--- src/rtl/pipe_hazard_ctrl.sv ---
// pipe_hazard_ctrl: hold/flush sequencer for the 5-stage pipeline; ports: hazard sources in, per-stage hold/flush, timeout flag and perf counters out
module pipe_hazard_ctrl #(
  parameter int REG_ADDR_WIDTH = 5,
  parameter int MC_TIMEOUT     = 64,
  parameter int CNT_WIDTH      = 32
) (
  input  logic                      clk,
  input  logic                      rst,
  input  logic [REG_ADDR_WIDTH-1:0] id_rs1_i,
  input  logic [REG_ADDR_WIDTH-1:0] id_rs2_i,
  input  logic                      id_rs1_used_i,
  input  logic                      id_rs2_used_i,
  input  logic [REG_ADDR_WIDTH-1:0] ex_rd_i,
  input  logic                      ex_mem_read_i,
  input  logic                      ex_redirect_i,
  input  logic                      mc_start_i,
  input  logic                      mc_done_i,
  input  logic                      imem_ready_i,
  input  logic                      dmem_req_i,
  input  logic                      dmem_ready_i,
  output logic                      pc_hold_o,
  output logic                      pc_redirect_o,
  output logic                      if_id_hold_o,
  output logic                      if_id_flush_o,
  output logic                      id_ex_hold_o,
  output logic                      id_ex_flush_o,
  output logic                      ex_mem_hold_o,
  output logic                      ex_mem_flush_o,
  output logic                      mem_wb_flush_o,
  output logic                      mc_timeout_o,
  output logic [CNT_WIDTH-1:0]      stall_cnt_o,
  output logic [CNT_WIDTH-1:0]      flush_cnt_o
);
  localparam int MCW = $clog2(MC_TIMEOUT);
  localparam logic [8:0] C_RST = 9'b000101011;
  localparam logic [8:0] C_MS  = 9'b101010101;
  localparam logic [8:0] C_MC  = 9'b101010010;
  localparam logic [8:0] C_RD  = 9'b010101000;
  localparam logic [8:0] C_SH  = 9'b000100000;
  localparam logic [8:0] C_LU  = 9'b101001000;
  localparam logic [8:0] C_IM  = 9'b100100000;
  typedef enum logic [1:0] {RUN, REDIR, MC_WAIT} state_t;
  state_t               r_state, w_state_nx;
  logic [MCW-1:0]       r_mc_cnt;
  logic                 r_done_pend, r_timeout;
  logic [CNT_WIDTH-1:0] r_stall_cnt, r_flush_cnt;
  logic                 w_mem_stall, w_load_use, w_mc, w_mc_exit, w_mc_last, w_mc_hold;
  logic [8:0]           w_ctl;
  assign w_mem_stall = dmem_req_i & ~dmem_ready_i;
  assign w_load_use  = ex_mem_read_i & (ex_rd_i != '0) &
                       ((id_rs1_used_i & (id_rs1_i == ex_rd_i)) | (id_rs2_used_i & (id_rs2_i == ex_rd_i)));
  assign w_mc        = r_state == MC_WAIT;
  assign w_mc_exit   = w_mc & (mc_done_i | r_done_pend) & ~w_mem_stall;
  assign w_mc_last   = r_mc_cnt == MCW'(MC_TIMEOUT - 1);
  assign w_mc_hold   = w_mc & ~w_mc_exit;
  // a redirect on the MC exit cycle is taken and still gets its fetch-shadow cycle
  always_comb begin
    w_ctl      = rst              ? C_RST :
                 w_mem_stall      ? C_MS  :
                 w_mc_hold        ? C_MC  :
                 ex_redirect_i    ? C_RD  :
                 r_state == REDIR ? C_SH  :
                 w_load_use       ? C_LU  :
                 ~imem_ready_i    ? C_IM  : '0;
    w_state_nx = w_mem_stall   ? r_state :
                 w_mc_hold     ? (w_mc_last ? RUN : MC_WAIT) :
                 ex_redirect_i ? REDIR :
                 (mc_start_i && r_state == RUN) ? MC_WAIT : RUN;
  end
  assign {pc_hold_o, pc_redirect_o, if_id_hold_o, if_id_flush_o, id_ex_hold_o,
          id_ex_flush_o, ex_mem_hold_o, ex_mem_flush_o, mem_wb_flush_o} = w_ctl;
  always_ff @(posedge clk) begin
    if (rst) begin
      r_state     <= RUN;
      r_mc_cnt    <= '0;
      r_done_pend <= 1'b0;
      r_timeout   <= 1'b0;
      r_stall_cnt <= '0;
      r_flush_cnt <= '0;
    end else begin
      r_state     <= w_state_nx;
      r_mc_cnt    <= !w_mc ? '0 : w_mc_last ? r_mc_cnt : r_mc_cnt + 1'b1;
      r_done_pend <= (w_state_nx == MC_WAIT) & (r_done_pend | (mc_done_i & w_mem_stall));
      r_timeout   <= r_timeout | (w_mc_hold & ~w_mem_stall & w_mc_last);
      r_stall_cnt <= r_stall_cnt + CNT_WIDTH'(pc_hold_o & ~&r_stall_cnt);
      r_flush_cnt <= r_flush_cnt + CNT_WIDTH'(pc_redirect_o & ~&r_flush_cnt);
    end
  end
  assign mc_timeout_o = r_timeout;
  assign stall_cnt_o  = r_stall_cnt;
  assign flush_cnt_o  = r_flush_cnt;
endmodule

--- config.mk ---
export PLATFORM = sky130hd
export DESIGN_NAME = pipe_hazard_ctrl
export DESIGN_NICKNAME = d
export VERILOG_FILES = /design/src/rtl/pipe_hazard_ctrl.sv
export SDC_FILE = /design/constraint.sdc
export NUM_CORES = 1
export LEC_CHECK = 0
export CORE_UTILIZATION = 52
export DETAILED_ROUTE_END_ITERATION = 16
export GPL_TIMING_DRIVEN = 1
export PLACE_DENSITY = 0.88
export SYNTH_ARGS = -nofsm -noshare
export SYNTH_HDL_FRONTEND = slang
export SYNTH_SLANG_ARGS = --single-unit
--- constraint.sdc ---
create_clock -name clk -period 8.1 [get_ports clk]
set_clock_uncertainty 0.15 [all_clocks]
set_input_delay 1.62 -clock clk [delete_from_list [all_inputs] [get_ports clk]]
set_output_delay 1.62 -clock clk [all_outputs]
set_load 0.05 [all_outputs]
-- Word-level counts from Yosys, hierarchy flattened
Cells that the tools add are included.
- register bits after elaboration: 74
- input bits: 26
- word-level logic and storage cells: 57
- $add $sub $neg: 3
- eq/ne operators: 6
- muxes and demuxes: 12
- bitwise logic cells: 22
- reductions and logical operators: 8
- operators with widths (cell ; count):
    32-bit by 1-bit adder with 32-bit output ; 2
    32-bit AND reduction ; 2
    9-bit 2-to-1 mux ; 7
    1-bit bitwise AND ; 14
    5-bit == test ; 2
    2-bit 2-to-1 mux ; 5
    6-bit by 1-bit adder with 6-bit output, second input constant ; 1
    6-bit == test, second input constant ; 1
    5-bit nonzero test ; 1
    2-bit == test, second input constant ; 2
    1-bit inverter ; 4
    1-bit OR ; 4
    2-bit by 1-bit == test with 1-bit output, second input constant ; 1
    1-bit zero test ; 2
    2-bit zero test ; 1
    2-bit OR reduction ; 1
    1-bit logical AND ; 1

-- Depth between registers and ports, before layout
Gate-level depths: netlist of the first run.
- depth after elaboration: 12
- mapped depth: 14
- depth with buffers taken out: 12

-- Worst setup path before layout of the first run
OpenSTA, ideal clock, no wires.
- path kind: input to output
- from: in mc_done_i
- to: out pc_hold_o
- arrival time: 3885 ps
- data required time: 6330 ps
- setup slack: 2445 ps
- stages: 5
- path buffers: 0
- path through: nor4b_1 > nor2_1 > nor2_1 > nor2b_1 > a31oi_1
- longest elaborated chain between the ends: 8
- RTL lines (what ; RTL line ; text):
    start: declaration ; 17 ; input logic mc_done_i,
    1-bit OR ; 53 ; assign w_mc_exit = w_mc & (mc_done_i | r_done_pend) & ~w_mem_stall;
    1-bit bitwise AND (2 in a row) ; 53 ;
    1-bit inverter ; 55 ; assign w_mc_hold = w_mc & ~w_mc_exit;
    1-bit bitwise AND ; 55 ;
    9-bit 2-to-1 mux ; 60 ; w_mc_hold ? C_MC :
    9-bit 2-to-1 mux ; 59 ; w_mem_stall ? C_MS :
    9-bit 2-to-1 mux ; 58 ; w_ctl = rst ? C_RST :
    end: declaration ; 21 ; output logic pc_hold_o,
No other way between the ends.

-- Worst setup path after layout of the first run
- from: in ex_rd_i[3]
- to: out if_id_hold_o
- longest elaborated chain between the ends: 10
- RTL lines (what ; RTL line ; text):
    start: declaration ; 13 ; input logic [REG_ADDR_WIDTH-1:0] ex_rd_i,
    5-bit == test ; 51 ; ((id_rs1_used_i & (id_rs1_i == ex_rd_i)) | (id_rs2_used_i & (id_rs2_i == ex_rd_i)));
    1-bit bitwise AND ; 51 ;
    1-bit OR ; 51 ;
    1-bit bitwise AND (*) ; 50 ; assign w_load_use = ex_mem_read_i & (ex_rd_i != '0) &
    9-bit 2-to-1 mux (*) ; 63 ; w_load_use ? C_LU :
    9-bit 2-to-1 mux (*) ; 62 ; r_state == REDIR ? C_SH :
    9-bit 2-to-1 mux (*) ; 61 ; ex_redirect_i ? C_RD :
    9-bit 2-to-1 mux (*) ; 60 ;
    9-bit 2-to-1 mux (*) ; 59 ;
    9-bit 2-to-1 mux (*) ; 58 ;
    end: declaration ; 23 ; output logic if_id_hold_o,
Mark *: on every way between the ends. The rest lies on a longest branch, timed or not.

==> results of run 1 <==
[state kept, by name, indices dropped and copies added, names as in the netlist]
signal	cells
flush_cnt_o	32
mc_timeout_o	1
r_done_pend	1
r_mc_cnt	6
r_state	2
stall_cnt_o	32
[layout make-up]
type                    instances  area, um^2  area share [%]
well taps                      80         100            2.07
clock buffers                  10         138            2.85
clock inverters                 6        63.8            1.32
repair buffers                100         993            20.5
flip-flops and latches         74        1480            30.6
inverters                       3        11.3           0.233
multi-input cells             325        2050            42.4
[path summary, 6_finish.rpt]
kind | end | slack, ps | startpoint
setup reg to reg | stall_cnt_o[31]$_SDFF_PP0_ | 4810 | stall_cnt_o[9]$_SDFF_PP0_
setup / recovery | if_id_hold_o | 2330 | ex_rd_i[3]
hold reg to reg | mc_timeout_o$_SDFF_PP0_ | 360 | mc_timeout_o$_SDFF_PP0_
hold / removal | mc_timeout_o$_SDFF_PP0_ | 360 | mc_timeout_o$_SDFF_PP0_
[metrics by stage]
stage / hold WS [ps] / utilization (%) / std cells / area [um^2]
finish: 359 / 71.6 / 598 / 4840
global route: 387 / 71.6 / 598 / 4840
CTS: 368 / 71.6 / 598 / 4840
detailed placement: 354 / 68.6 / 582 / 4640
global placement: 310 / 68.6 / 582 / 4640
floorplan: 322 / - / 416 / 3610
[worst max-delay path, stage by stage]
cell and delay [ps]:
clkdlybuf4s50_1 470, xor2_1 190, nor4_1 300, and3_1 240
o21ai_0 150, o22ai_1 160, clkdlybuf4s50_1 870
[synthesized netlist by cell type (all sizes together), types with 8 or more instances]
master	count	area, um^2
a21oi	9	45.0
and4	14	126
clkbuf	8	30.0
dfxtp	74	1480
nand2	23	86.3
nand3	27	140
nand4	17	134
nor2	78	293
nor2b	9	56.3
nor3	11	55.1
nor4	13	81.3
xnor2	33	289
xor2	35	307
[power by group]
part / total [mW] / internal (mW) / switching (mW) / leakage [nW]
Combinational: 0.0609 / 0.0260 / 0.0348 / 0.984
Sequential: 0.368 / 0.366 / 0.00261 / 0.597
Clock: 0.289 / 0.151 / 0.138 / 0.0987
Total: 0.718 / 0.542 / 0.175 / 1.68
[metal layers]
layer	wire [um]	global-route usage (%)	share of wire [%]	up-vias
li1	-	-	-	1639
met4	144	8.64	1.7	0
met2	4200	41.6	49	91
met3	423	5.84	4.9	15
met1	3850	29.7	45	1561
met5	0	0	0	-
[logic make-up (layout without fill, tap and decap cells)]
logic type               Yosys count  in the layout
AND/OR/NAND/NOR                  223            223
multiplexers                       3              3
flip-flops                        74             74
adder cells (fa/ha/maj)            5              5
AO/OA/AOI/OAI                     26             26
buffers and inverters             17            119
XOR/XNOR                          68             68
==> results_dict.tcl, run 1 <==
set metrics [dict create \
    fin_ws_ps 2330 \
    synth_fp_nets 447 \
    grt-ovfl-total 0 \
    die_h_um 85.3 \
    clock-root-buffer "clkbuf_8" \
    drt_wl_total_um 8620 \
    num_rows 30 \
    firstDrtPassIters 4 \
    finalPower_uw 718 \
    antenna_cells 0 \
    drc 0 \
    synth-simple-area-share_pct 33.0 \
    cts_made_buffers 9 \
    start_util_pct 53.4 \
    htree_levels 3 \
    synth_mux_area_share_pct 1.00 \
    synth_area_um2 3610 \
    vias_per_cell 5.53 \
    drt_iter0_markers 187 \
    cp.arrival_ps 4000 \
    post-cts-setup-buffer-count 0 \
    maxCapViolations 0 \
    final_common_cell "clkdlybuf4s50_1" \
    first_global_vias 3056 \
    clk_latency_ps 340 \
    drive_above_1_share_pct 6.56 \
    vias 3306 \
    whs_path_depth 2 \
    fillers 512 \
    fin_crit_ps 5770 \
    synth-seq-cells 74 \
    numClockSinks 74 \
    synthAdderAreaFrac_pct 1.73 \
    grt_max_degree 80 \
    leakage_nw 1.68 \
    synth_edf_count 0 \
    pre_cts_slack_ps 2340 \
    cts_max_path_buffers 2 \
    synth_top_family_by_area "simple AND/OR/NAND/NOR gates" \
    mostFrequentLayoutCells "clkdlybuf4s50_1, nor2_1, dfxtp_1" \
    gp_congestion 0.869 \
    timing.final.max_slew_violations 0 \
    p_per_area_nw_per_um2 148 \
    ys_seq_area_share_pct 41.0 \
    cts_tree "done" \
    vdd_drop_max_mv 0.129 \
    tightest_slew_ps 782 \
    io_pins 100 \
    io_buffers 99 \
    ys_async_sr_fraction_pct 0 \
    grt_pass1_wl_um 14100 \
    cts.clk_slew.worst_paths_ps 80 \
    area_growth_pct 34.0 \
    antenna_found_initial 0 \
    worstPathRequired_ps 6330 \
    final_nets 544 \
    setup_viol 0 \
    yosysWarnings 0 \
    cts_resized 0 \
    dpl.hpwl_um 6090 \
    critPathKind "in -> out" \
    synth_area_per_cell_um2 8.68 \
    postSynthCellCount 416 \
    die_area_um2 7280 \
    reg2regPathDepth 11 \
    fp.dieW_um 85.3 \
    status "finished clean" \
    worstSetupEndpointType "output pin" \
    hold_viol 0 \
    synth_xor_area_share_pct 16.5 \
    setup_tns_ps 0 \
    crit_path_start_kind "input port" \
    synthDistinctLibCells 48 \
    ant_nets 0 \
    hold_class "reg -> reg" \
    wl_per_cell_um 14.4 \
    synth_compound_area_share_pct 4.57 \
    core-area_um2 6760 \
    crit_fanout 3 \
    synth_ff_type "dfxtp_1" \
    cts_hold_buf 0 \
    max_freq_ghz 0.173 \
    rsz0062_at_grt "false" \
    fin_crit_sh_pct 71.2 \
    track_usage_pct 24.2 \
    slew_headroom_pct 47.9 \
]
Note: power is estimated with default switching activity, not from simulation.
==> run 2, diff against run 1 <==
CORE_UTILIZATION = 48   (was 52)
PLACE_DENSITY = 0.82   (was 0.88)
clock period = 5.7 ns   (was 8.1 ns; I/O delays follow)
==> results_dict.tcl, run 2 (synthesis results as in run 1) <==
set metrics [dict create \
    clock-root-buffer "clkbuf_8" \
    maxCapViolations 0 \
    area_growth_pct 35.1 \
    tightest_slew_ps 599 \
    antenna_found_initial 0 \
    cts.clk_slew.worst_paths_ps 70 \
    crit_path_start_kind "input port" \
    hold_viol 0 \
    p_clk_share_pct 42.5 \
    wl_per_cell_um 13.6 \
    final_common_cell "clkdlybuf4s50_1" \
    mostFrequentLayoutCells "clkdlybuf4s50_1, nor2_1, dfxtp_1" \
    slew_headroom_pct 59.9 \
    leakage_nw 1.69 \
    gp_congestion 0.822 \
    drt_iter0_markers 107 \
    vdd_drop_max_mv 0.188 \
    start_util_pct 49.8 \
    drive_above_1_share_pct 6.37 \
    cts_tree "done" \
    timing.final.max_slew_violations 0 \
    cts_hold_buf 0 \
    worstPathRequired_ps 4410 \
    cts_max_path_buffers 2 \
    dpl.hpwl_um 6070 \
    setup_viol 0 \
    max_freq_ghz 0.205 \
    antenna_cells 0 \
    cts_resized 0 \
    fin_ws_ps 829 \
    hold_slack_ps 341 \
    clk_latency_ps 340 \
    fin_crit_ps 4870 \
    track_usage_pct 22.3 \
    hold_start "mc_timeout_o$_SDFF_PP0_" \
    ant_nets 0 \
    numClockSinks 74 \
    p_seq_share_pct 49.3 \
    fin_crit_sh_pct 85.5 \
    swShare_pct 23.3 \
    reg2regPathDepth 11 \
    dpl_cell_area_um2 4660 \
    grt_max_degree 53 \
    cts_made_buffers 9 \
    die_area_um2 7870 \
    p_per_area_nw_per_um2 217 \
    vias 3287 \
    pre_cts_slack_ps 858 \
    power.internal_uw 814 \
    worstSetupEndpointType "output pin" \
    cp.arrival_ps 3580 \
    setup_tns_ps 0 \
    final_cell_area_um2 4880 \
    rsz0062_at_grt "false" \
    reg2reg_from "r_state[0]$_SDFF_PP0_" \
    io_buffers 99 \
    core-area_um2 7250 \
    hold_class "reg -> reg" \
    pwr-share-comb_pct 8.1 \
    firstDrtPassIters 4 \
    whs_path_depth 2 \
    power_switching_uw 247 \
    num_rows 31 \
    final_nets 544 \
    post-cts-setup-buffer-count 0 \
    die_h_um 88.7 \
    grt-ovfl-total 0 \
    vias_per_cell 5.33 \
    io_pins 100 \
    fillers 600 \
    critPathKind "in -> out" \
    htree_levels 3 \
    grt_pass1_wl_um 13700 \
    fp.dieW_um 88.7 \
    crit_fanout 5 \
    first_global_vias 2856 \
    fin_util_pct 67.3 \
    crit_path_start "mc_done_i" \
    status "finished clean" \
    drc 0 \
    drt_wl_total_um 8400 \
]
[run 2: layout make-up]
cell class              count  area, um^2  area share, %
multi-input cells         325        2050           42.0
flip-flops and latches     74        1480           30.4
repair buffers            100         993           20.4
clock buffers              11         141           2.90
well taps                  99         124           2.54
clock inverters             5        77.6           1.59
inverters                   3        11.3          0.231
[run 2: stage by stage]
stage | cells | power, mW
2_1_floorplan | 416 | 0.583
5_1_grt | 617 | 1.10
4_1_cts | 617 | 1.07
6_report | 617 | 1.06
3_3_place_gp | 601 | 0.620
3_5_place_dp | 601 | 0.621
[run 2: final timing paths]
check	slack [ps]	to
setup / recovery	830	pc_hold_o
hold / removal	340	mc_timeout_o$_SDFF_PP0_
hold reg to reg	340	mc_timeout_o$_SDFF_PP0_
setup reg to reg	2330	stall_cnt_o[31]$_SDFF_PP0_
[run 2: power by group through the flow]
stage | clock network (mW) | registers [mW] | logic [mW]
2_1_floorplan | 0 | 0.541 | 0.0418
6_report | 0.451 | 0.523 | 0.0862
5_1_grt | 0.482 | 0.524 | 0.0917
3_3_place_gp | 0 | 0.535 | 0.0849
4_1_cts | 0.464 | 0.523 | 0.0865
3_5_place_dp | 0 | 0.535 | 0.0862
[run 2: worst max-delay path: stages]
cell,delay (ps)
clkdlybuf4s50_1,430
nor4b_1,470
nor2_1,210
nor2_1,240
nor2b_1,100
a31oi_1,140
clkdlybuf4s50_1,860
[run 2: routing by layer]
layer / vias to the layer above / track usage (%) / part of all wire (%)
met3: 13 / 5.50 / 5.0
met1: 1549 / 29.0 / 45
li1: 1645 / - / -
met2: 80 / 36.5 / 49
met4: 0 / 7.18 / 1.6
met5: - / 0 / 0
==> run 3, diff against run 2 <==
CORE_ASPECT_RATIO = 1.2   (was unset)
==> results_dict.tcl, run 3 (synthesis results as in run 1) <==
set metrics [dict create \
    final_nets 544 \
    vdd_drop_max_mv 0.159 \
    grt_max_degree 56 \
    reg2regPathDepth 11 \
    drive_above_1_share_pct 6.01 \
    grt_pass1_wl_um 13800 \
    worstSetupEndpointType "output pin" \
    setup_tns_ps 0 \
    hold_slack_ps 331 \
    crit_chain "clkdlybuf4s50_1 -> xor2_1 -> nor4_1 -> and3_1 -> o21ai_0 -> a31oi_1 -> clkdlybuf4s50_1" \
    fillers 625 \
    busiest_layer "met2" \
    crit_path_start "ex_rd_i[1]" \
    io_pins 100 \
    io_buffers 99 \
    clk_latency_ps 340 \
    first_global_vias 3112 \
    cts_hold_buf 0 \
    cts.clk_slew.worst_paths_ps 70 \
    die_h_um 97.0 \
    cts_max_path_buffers 2 \
    setup_viol 0 \
    rr_endpoint "stall_cnt_o[31]$_SDFF_PP0_" \
    tightest_slew_ps 572 \
    gp_congestion 0.875 \
    instances_no_fill 606 \
    max_freq_ghz 0.203 \
    grtUsageMet2_pct 37.4 \
    dpl.hpwl_um 6150 \
    r2r_slack_ps 2310 \
    die_area_um2 7870 \
    reg2reg_from "r_state[0]$_SDFF_PP0_" \
    fp.dieW_um 81.2 \
    vias 3309 \
    worstPathRequired_ps 4410 \
    cp-endpoint "pc_hold_o" \
    start_util_pct 49.6 \
    crit_path_start_kind "input port" \
    drt_wl_total_um 8400 \
    met3_usage_pct 4.53 \
    track_usage_pct 22.2 \
    vias_per_cell 5.46 \
    antenna_found_initial 0 \
    firstDrtPassIters 4 \
    use_met1_pct 26.3 \
    crit_fanout 3 \
    slew_headroom_pct 61.3 \
    drt_iter0_markers 82 \
    cp.arrival_ps 3630 \
    fin_crit_sh_pct 86.3 \
    cts_made_buffers 9 \
    clock-root-buffer "clkbuf_8" \
    grt-ovfl-total 0 \
    cts_resized 0 \
    post-cts-setup-buffer-count 0 \
    slowest_stage "clkdlybuf4s50_1" \
    critPathKind "in -> out" \
    dp_cells 592 \
    mostFrequentLayoutCells "clkdlybuf4s50_1, nor2_1, dfxtp_1" \
    crit_buf_inv 2 \
    htree_levels 3 \
    antenna_cells 0 \
    timing.final.max_slew_violations 0 \
    maxCapViolations 0 \
    hold_viol 0 \
    cpLargestDelayFamily "buffers and inverters" \
    cts_tree "done" \
    critPathMaxStageDelay_ps 850 \
    drc 0 \
    final_common_cell "clkdlybuf4s50_1" \
    rsz0062_at_grt "false" \
    fin_crit_ps 4920 \
    numClockSinks 74 \
    p_per_area_nw_per_um2 199 \
    num_rows 34 \
    crit_cells 7 \
    ant_nets 0 \
    core-area_um2 7270 \
    leakage_nw 1.66 \
    status "finished clean" \
    hold_class "reg -> reg" \
    area_growth_pct 33.1 \
    wl_per_cell_um 13.9 \
    critPathMostFrequentCell "clkdlybuf4s50_1" \
]
## run 3: area by class of cell
class	count	area, um^2	share of cell area (%)
Inverter	3	11.3	0.234
Sequential cell	74	1480	30.8
Timing Repair Buffer	100	993	20.7
Tap cell	90	113	2.34
Multi-Input combinational cell	325	2050	42.6
Clock inverter	3	17.5	0.364
Clock buffer	11	141	2.94
## run 3: how the worst min path moves through the flow
stage | startpoint | to | slack, ps | cells past startpoint
2_1_floorplan | r_mc_cnt[4]$_SDFFE_PP0N_ | r_mc_cnt[5]$_SDFFE_PP0N_ | 320 | 1
3_3_place_gp | mc_timeout_o$_SDFF_PP0_ | mc_timeout_o$_SDFF_PP0_ | 310 | 2
3_5_place_dp | mc_timeout_o$_SDFF_PP0_ | mc_timeout_o$_SDFF_PP0_ | 320 | 2
4_1_cts | mc_timeout_o$_SDFF_PP0_ | mc_timeout_o$_SDFF_PP0_ | 340 | 2
5_1_grt | r_mc_cnt[4]$_SDFFE_PP0N_ | r_mc_cnt[5]$_SDFFE_PP0N_ | 390 | 1
6_report | mc_timeout_o$_SDFF_PP0_ | mc_timeout_o$_SDFF_PP0_ | 330 | 2
## run 3: routing by layer
metal	share of wire [%]	vias to the layer above
li1	-	1642
met1	44	1571
met2	50	86
met3	4.3	10
met4	1.4	0
met5	0	-
## run 3: power by group
group / leakage (nW) / switching, mW / internal [mW] / total [mW]
Sequential: 0.597 / 0.00389 / 0.520 / 0.524
Combinational: 0.984 / 0.0491 / 0.0369 / 0.0860
Clock: 0.0810 / 0.184 / 0.164 / 0.348
## run 3: tightest hold or removal path, cell delays in order, from the launching register on
cell     delay, ps
dfxtp_1        330
nor2_1          50
nor2_1          70
## run 3: metrics by stage
step                      worst slack (ps)  cell area (um^2)  utilization [%]  power [mW]
after detailed placement               789              4650             63.9       0.622
after CTS                              785              4810             66.1       0.967
after global routing                   651              4810             66.1       0.992
final                                  780              4810             66.1       0.957
after floorplan                       1000              3610                -       0.583
after global placement                 950              4650             63.9       0.620
